===== src/rtl/dac_pkg.sv =====
// dac_pkg: shared FSM state type and frame constants for the MCP4911 SPI transmitter.
package dac_pkg;
    typedef enum logic [2:0] {IDLE, SETUP, SHIFT, CS_HIGH, LDAC} state_e;
    localparam int FRAME_BITS = 16;
    localparam int SHIFT_HALVES = 32;
    localparam logic [3:0] CFG_BITS_DEFAULT = 4'b0111;
endpackage


===== src/rtl/dac_spi_tx_tick_gen.sv =====
// tick_gen: CLK_DIV clock-enable divider with a synchronous clear used at frame start.
module tick_gen #(
    parameter int CLK_DIV = 25
) (
    input  logic sysclk,
    input  logic rst_n,
    input  logic en,
    input  logic clr,
    output logic tick
);
    localparam logic [7:0] LAST = 8'(CLK_DIV - 1);
    logic [7:0] cnt_q, cnt_d;
    always_comb cnt_d = clr ? 8'd0 : !en ? cnt_q : (cnt_q == LAST) ? 8'd0 : cnt_q + 8'd1;
    assign tick = en && !clr && (cnt_q == LAST);
    always_ff @(posedge sysclk or negedge rst_n) begin
        if (!rst_n) cnt_q <= 8'd0;
        else        cnt_q <= cnt_d;
    end
endmodule


===== src/rtl/dac_spi_tx.sv =====
// dac_spi_tx: shifts {CFG_BITS, sample, 2'b00} to an MCP4911 on SPI mode 0, then pulses LDAC_n.
module dac_spi_tx import dac_pkg::*; #(
    parameter int         CLK_DIV  = 25,
    parameter logic [3:0] CFG_BITS = CFG_BITS_DEFAULT
) (
    input  logic       sysclk,
    input  logic       rst_n,
    input  logic       load,
    input  logic [9:0] data_in,
    output logic       dac_cs_n,
    output logic       dac_sck,
    output logic       dac_sdi,
    output logic       dac_ld_n,
    output logic       busy,
    output logic       done
);
    localparam logic [5:0] LAST_HALF = 6'(SHIFT_HALVES);
    localparam logic [5:0] LAST_SHIFT = 6'(SHIFT_HALVES - 1);
    state_e                state_q, state_d;
    logic [5:0]            half_q, half_d;
    logic [FRAME_BITS-1:0] sr_q, sr_d;
    logic                  pend_q, pend_d;
    logic [9:0]            pbuf_q, pbuf_d;
    logic                  cs_n_q, cs_n_d, sck_q, sck_d, sdi_q, sdi_d;
    logic                  ld_n_q, ld_n_d, busy_q, busy_d, done_q, done_d;
    logic                  start, tick;
    tick_gen #(.CLK_DIV(CLK_DIV)) u_tick (
        .sysclk(sysclk),
        .rst_n (rst_n),
        .en    (state_q != IDLE),
        .clr   (start),
        .tick  (tick)
    );
    always_comb begin
        state_d = state_q;
        half_d  = half_q;
        sr_d    = sr_q;
        start   = 1'b0;
        // Any load not consumed by a frame start lands in the one-deep buffer.
        pend_d  = pend_q || load;
        pbuf_d  = load ? data_in : pbuf_q;
        case (state_q)
            IDLE: if (load || pend_q) begin
                start   = 1'b1;
                state_d = SETUP;
                half_d  = 6'd0;
                sr_d    = {CFG_BITS, pend_q ? pbuf_q : data_in, 2'b00};
                pend_d  = pend_q && load;
            end
            SETUP: if (tick) begin
                state_d = SHIFT;
                half_d  = 6'd1;
            end
            SHIFT: if (tick) begin
                half_d  = half_q + 6'd1;
                state_d = (half_q == LAST_HALF) ? CS_HIGH : SHIFT;
                // Advance on falling SCK, except the final fall where bit 0 is held.
                if (half_q[0] && half_q != LAST_SHIFT) sr_d = sr_q << 1;
            end
            CS_HIGH: if (tick) begin
                state_d = LDAC;
                half_d  = half_q + 6'd1;
            end
            LDAC: if (tick) state_d = IDLE;
            default: state_d = IDLE;
        endcase
        cs_n_d = !(state_d == SETUP || state_d == SHIFT);
        sck_d  = (state_d == SHIFT) && half_d[0];
        sdi_d  = !cs_n_d && sr_d[FRAME_BITS-1];
        ld_n_d = state_d != LDAC;
        busy_d = state_d != IDLE;
        done_d = (state_q == LDAC) && tick;
    end
    always_ff @(posedge sysclk or negedge rst_n) begin
        if (!rst_n) begin
            state_q <= IDLE;
            half_q  <= 6'd0;
            sr_q    <= '0;
            pend_q  <= 1'b0;
            pbuf_q  <= 10'd0;
            cs_n_q  <= 1'b1;
            sck_q   <= 1'b0;
            sdi_q   <= 1'b0;
            ld_n_q  <= 1'b1;
            busy_q  <= 1'b0;
            done_q  <= 1'b0;
        end else begin
            state_q <= state_d;
            half_q  <= half_d;
            sr_q    <= sr_d;
            pend_q  <= pend_d;
            pbuf_q  <= pbuf_d;
            cs_n_q  <= cs_n_d;
            sck_q   <= sck_d;
            sdi_q   <= sdi_d;
            ld_n_q  <= ld_n_d;
            busy_q  <= busy_d;
            done_q  <= done_d;
        end
    end
    assign dac_cs_n = cs_n_q;
    assign dac_sck  = sck_q;
    assign dac_sdi  = sdi_q;
    assign dac_ld_n = ld_n_q;
    assign busy     = busy_q;
    assign done     = done_q;
endmodule

===== config.mk =====
export PLATFORM = sky130hd
export DESIGN_NAME = dac_spi_tx
export DESIGN_NICKNAME = d
export VERILOG_FILES = /design/src/rtl/dac_pkg.sv /design/src/rtl/dac_spi_tx_tick_gen.sv /design/src/rtl/dac_spi_tx.sv
export SDC_FILE = /design/constraint.sdc
export NUM_CORES = 1
export LEC_CHECK = 0
export ABC_CLOCK_PERIOD_IN_PS = 4700
export BUFFER_PORTS_ARGS = -buffer_cell sky130_fd_sc_hd__buf_4
export CORE_MARGIN = 5
export CORE_UTILIZATION = 30
export DETAILED_ROUTE_END_ITERATION = 16
export GPL_TIMING_DRIVEN = 1
export SLEW_MARGIN = 20
export SYNTH_ARGS = -nofsm -noshare
export SYNTH_HDL_FRONTEND = slang
export SYNTH_HIERARCHICAL = 1
export SYNTH_SLANG_ARGS = --single-unit

===== constraint.sdc =====
create_clock -name sysclk -period 4.7 [get_ports sysclk]
set_input_delay 0.94 -clock sysclk [delete_from_list [all_inputs] [get_ports sysclk]]
set_output_delay 0.94 -clock sysclk [all_outputs]
set_load 0.01 [all_outputs]

Word-level counts from Yosys, hierarchy flattened

Cells that the tools add are included.

Add/sub/neg operators: 2
Multipliers: 0
Divide/modulo/power cells: 0
$lt $le $gt $ge: 0
Equal/unequal tests: 15
Shift operators: 0
Mux-type cells: 23
Bitwise logic cells: 0
Reduce and logical (&&, ||, !) cells: 20

Operators by type and width:

| kind                                                 | number |
|---|---|
| two-way mux 16 bit                                   | 3 |
| one-hot mux 16 bit (2 select lines)                  | 1 |
| two-way mux 8 bit                                    | 3 |
| two-way mux 6 bit                                    | 3 |
| one-hot mux 6 bit (3 select lines)                   | 1 |
| two-way mux 3 bit                                    | 5 |
| one-hot mux 3 bit (5 select lines)                   | 1 |
| two-way mux 10 bit                                   | 1 |
| equality test 3 x 2 -> 1 bit (second input constant) | 3 |
| nonzero test 3 bit                                   | 3 |
| adder 8 x 1 -> 8 bit (second input constant)         | 1 |
| equality test 8 x 5 -> 1 bit (second input constant) | 1 |
| != test 2 bit (second input constant)                | 4 |
| AND reduction 4 bit                                  | 2 |
| logical AND 1 bit                                    | 7 |
| adder 6 x 1 -> 6 bit (second input constant)         | 1 |
| equality test 3 x 1 -> 1 bit (second input constant) | 2 |
| equality test 6 bit (second input constant)          | 1 |
| != test 6 x 5 -> 1 bit (second input constant)       | 1 |
| two-way mux 1 bit                                    | 5 |
| nonzero test 2 bit                                   | 2 |
| equality test 3 bit (second input constant)          | 1 |
| zero test 3 bit                                      | 1 |
| != test 3 bit (second input constant)                | 1 |
| other kinds (4)                                      | 6 |

Flip-flop bits (word level): 50
Bits in latches: 0
Memory bits (writable): 0
Memory bits (read-only): 0
Bits of input ports: 13
Output and inout bits: 6
Word-level logic and storage cells: 74
Memories: 0

Longest topological paths before layout

Depth in word-level cells: 11
Mapped depth: 14
Depth with buffers taken out: 11

By module

Netlist, hierarchy kept.

By module, submodules not included:

| module     | times used | cells an instance | area an instance (um2) | sequential area each (um2) |
|---|---|---|---|---|
| dac_spi_tx | 1          | 181               | 1965.6                 | 1028.5 |
| tick_gen   | 1          | 47                | 481.7                  | 200.2 |

Worst setup path before layout

Ideal clock, no wire load.

Kind: input to register
Start: input load
End: register half_q[5]
Data arrival time: 2851 ps
Data required time: 4621 ps
Path slack: 1770 ps
Cell stages on the path: 11
Buffers on the path: 2
Cell sequence: nor2_1 > or2_2 > buf_6 > inv_1 > nand2b_1 > nor2_1 > buf_6 > o21ba_4 > or3_4 > or4_1 > a21oi_1

Cells in the longest elaborated chain, start to end: 8
Elaborated cells between the ends (all ways): 10
Classes of those cells: 3 x eq/ne; 2 x mux; 5 x reduce/logical

Ends and longest elaborated chain:

| what                                                                     | line                      | RTL |
|---|---|---|
| from (decl)                                                              | dac_spi_tx.sv:8           | `input logic load,` |
| logical OR 1 bit *                                                       | dac_spi_tx.sv:43          | `IDLE: if (load \|\| pend_q) begin` |
| two-way mux 1 bit *                                                      | dac_spi_tx.sv:43          |  |
| two-way mux 1 bit *                                                      | dac_spi_tx.sv:42          | `case (state_q)` |
| net start                                                                | dac_spi_tx.sv:26          | `logic start, tick;` |
| zero test 1 bit *                                                        | dac_spi_tx_tick_gen.sv:14 | `assign tick = en && !clr && (cnt_q == LAST);` |
| logical AND 1 bit * (2 in series)                                        | dac_spi_tx_tick_gen.sv:14 |  |
| net tick                                                                 | dac_spi_tx.sv:26          |  |
| != test 2 bit (no source line) or != test 2 x 1 -> 1 bit (tied branches) | -                         |  |
| AND reduction 4 bit (no source line) *                                   | -                         |  |
| to (signal assigned)                                                     | dac_spi_tx.sv:89          | `half_q <= half_d;` |
| to (decl)                                                                | dac_spi_tx.sv:20          | `logic [5:0] half_q, half_d;` |

The timed path passes the listed nets; every way through them passes the cells marked *.
A chain may end at the register's enable or synchronous reset.

Worst setup path after layout

Start: input load
End: register sck_q (netlist: dac_sck)

Cells in the longest elaborated chain, start to end: 10
Elaborated cells between the ends (all ways): 18
Classes of those cells: 1 x eq/ne; 12 x mux; 5 x reduce/logical

Ends and longest elaborated chain:

| what                                 | line                      | RTL |
|---|---|---|
| logical OR 1 bit *                   | dac_spi_tx.sv:43          |  |
| two-way mux 1 bit *                  | dac_spi_tx.sv:43          |  |
| two-way mux 1 bit *                  | dac_spi_tx.sv:42          |  |
| net start                            | dac_spi_tx.sv:26          |  |
| zero test 1 bit *                    | dac_spi_tx_tick_gen.sv:14 |  |
| logical AND 1 bit * (2 in series)    | dac_spi_tx_tick_gen.sv:14 |  |
| net tick                             | dac_spi_tx.sv:26          |  |
| two-way mux 3 bit (on tied branches) | -                         |  |
| one-hot mux 3 bit (5 select lines)   | dac_spi_tx.sv:42          |  |
| equality test 3 x 2 -> 1 bit         | dac_spi_tx.sv:68          | `sck_d = (state_d == SHIFT) && half_d[0];` |
| logical AND 1 bit *                  | dac_spi_tx.sv:68          |  |
| net sck_d                            | dac_spi_tx.sv:24          | `logic cs_n_q, cs_n_d, sck_q, sck_d, sdi_q, sdi_d;` |
| to (signal assigned)                 | dac_spi_tx.sv:94          | `sck_q <= sck_d;` |
| to (decl)                            | dac_spi_tx.sv:24          |  |

The timed path passes the listed nets; every way through them passes the cells marked *. The select of a mux whose other input is x is not followed.

==> impl_metrics.json <==
{
  "status": "completed",
  "layout-drive-gt1-share_pct": 24.18,
  "grt_pass1_wl_um": 8197,
  "h-tree-depth": 2,
  "syn_nets": 246,
  "cts_root_buffer": "clkbuf_8",
  "peakVddDrop_mv": 0.1582,
  "setup_ws_ps": 1309,
  "finalNetCount": 261,
  "cts-resized-gates": 0,
  "max-cap-violations": 0,
  "cpMaxStageDelayCell": "nor2_1",
  "yosys_most_used_dff": "dfrtp_1",
  "period_minus_slack_ps": 3391,
  "yosysUniqueCellTypes": 50,
  "drt_iter0_drc": 131,
  "cts_tree": "yes",
  "clock_skew_ps": 9.693,
  "wl_per_cell_um": 13.56,
  "path_max_fanout": 24,
  "max_clock_freq_mhz": 294.9,
  "synth.avg_cell_area_sq_um": 10.73,
  "synth-edff-count": 0,
  "hold_class": "flip-flop to flip-flop",
  "die_w_um": 100.3,
  "start_util_pct": 30.24,
  "start_kind": "input pin",
  "setup_tns_ps": 0,
  "power_density_mw_per_mm2": 457.4,
  "die_area_sq_mm": 0.01006,
  "gp_congestion": 0.8023,
  "worst_path_largest_cell_delay_ps": 470,
  "netlist_instances": 228,
  "rsz0062_at_grt": "no",
  "antenna_found_initial": 0,
  "async_flop_share_pct": 100.0,
  "hold_viol": 0,
  "hold_buffers": 0,
  "final_common_cell": "dfrtp_1",
  "cts_setup_buffers": 0,
  "fin_crit_sh_pct": 72.15,
  "criticalPathCategory": "input pin to flip-flop",
  "syn_area_sq_mm": 0.002447,
  "dieHeight_um": 100.3,
  "ioPinCount": 19,
  "nFillCells": 856,
  "setup_viol": 0,
  "crit_path_cell_trace": "buf_4 -> nor2_1 -> or2_2 -> inv_1 -> nand2b_1 -> nor2_1 -> inv_1 -> ha_1 -> or3b_2 -> a21oi_1 -> a21oi_1 -> nor3_1",
  "cts.clk_slew.worst_paths_ps": 90,
  "clock_path_buffers": 2,
  "ant_nets": 0,
  "grtUsageTotal_pct": 9.953,
  "hold_ws_ps": 498.0,
  "grt_start_max_net_pins": 50,
  "drv_slew": 0,
  "critical_path_required_ps": 4900,
  "grt_pass1_vias": 1705,
  "insertion_delay_ps": 300,
  "placed_area_sq_mm": 0.002645,
  "synth_seq_area_share_pct": 50.20,
  "vias_per_cell": 5.020,
  "design.core.area_sq_mm": 0.008093,
  "rows": 33,
  "worstMarginPinSlew_ps": 745.0,
  "ys_seq_elements": 49,
  "num_vias": 1752,
  "drc": 0,
  "clock-sinks": 49,
  "p_total_w": 0.001261,
  "max_slew_margin_pct": 49.88,
  "crit_arrival_ps": 3590,
  "worst_setup_path_end_kind": "flip-flop",
  "drt_wl_total_um": 4733,
  "gr-total-overflow": 0,
  "ys_warn_count": 6,
  "numCtsBuffers": 5,
  "fin_area_sq_mm": 0.002756,
  "area_delta_synth_final_pct": 12.63,
  "dpl.hpwl_um": 3234,
  "antenna_cells": 0,
  "leakagePower_nw": 1.222,
  "io_buffers": 18,
  "final_cell_mix": "47 x dfrtp_1, 20 x nand2_1, 20 x buf_4",
  "pre_cts_slack_ps": 1009,
  "firstDrtPassIters": 4
}
[layout make-up]
type / count / area [sq um] / share of cell area (%)
Clock buffer: 6 / 72.57 / 2.633
Clock inverter: 2 / 38.79 / 1.407
Inverter: 12 / 45.04 / 1.634
Multi-Input combinational cell: 155 / 1090 / 39.54
Sequential cell: 49 / 1229 / 44.58
Tap cell: 105 / 131.4 / 4.766
Timing Repair Buffer: 20 / 150.1 / 5.447
[power by group]
group	switching, W	total (W)	internal, W	leakage [nW]
combinational	0.000154	0.000338	0.000184	0.570
clock	0.000142	0.000302	0.000160	0.0554
sequential	0.000101	0.000621	0.000520	0.597
total	0.000397	0.00126	0.000864	1.22
[critical path: cells and delay by family]
kind,cells,cell delay (ps)
simple gates,6,1700
buf+inv,3,500
compound gates,2,250
fa+ha+maj,1,210
[metrics by stage]
stage               instances  utilization [%]
floorplan                 228                -
global placement          341            32.68
detailed placement        341            32.68
CTS                       349            34.06
global route              349            34.06
finish                    349            34.06
[cell usage after synthesis (3+ instances only)]
master / instances / area (sq um)
dfrtp_1: 47 / 1176
a221o_1: 10 / 100.1
a22o_2: 5 / 50.05
nor4_1: 3 / 18.77
o21ai_0: 3 / 15.01
nand3b_1: 10 / 75.07
xnor2_1: 6 / 52.55
inv_1: 12 / 45.04
nand3_1: 5 / 25.02
nor3_1: 3 / 15.01
buf_6: 5 / 56.30
clkbuf_1: 6 / 22.52
nor2_1: 18 / 67.56
nand2_1: 20 / 75.07
mux2_2: 11 / 123.9
a21oi_1: 17 / 85.08
ha_1: 5 / 62.56
[registers in the layout (all words and copies together), names as in the netlist]
name          count
sr_q             15
pbuf_q           10
u_tick/cnt_q      8
half_q            6
state_q           3
busy              1
dac_cs_n          1
dac_ld_n          1
dac_sck           1
dac_sdi           1
done              1
pend_q            1
[worst paths after layout]
check,slack [ps],depth (start not counted),end,start
worst max-delay path,1310,12,dac_sck,load
max in group asynchronous,3610,1,dac_sck,rst_n
worst min register to register,500,2,sr_q[15],sr_q[14]
worst max register to register,1430,11,dac_sck,state_q[0]
min in group asynchronous,650,1,state_q[2],rst_n
worst min-delay path,500,2,sr_q[15],sr_q[14]
[routing by layer]
metal  up-vias  part of all wire (%)  GRT usage, %
met5         -                     0             0
li1        854                     -             -
met4         0                  0.61         2.798
met3         2                   2.8         2.154
met1       879                    51         14.36
met2        17                    45         15.04
[cell families (layout without fill, tap and decap cells)]
logic type / count (synthesis) / in the layout / synth area share [%]
simple gates: 77 / 77 / 17.28
fa+ha+maj: 6 / 6 / 2.965
mux: 11 / 11 / 5.061
compound gates: 55 / 55 / 17.08
flops: 49 / 49 / 50.20
xor+xnor: 6 / 6 / 2.147
buf+inv: 24 / 40 / 5.265
No activity file was read; power rests on OpenSTA's default activity.
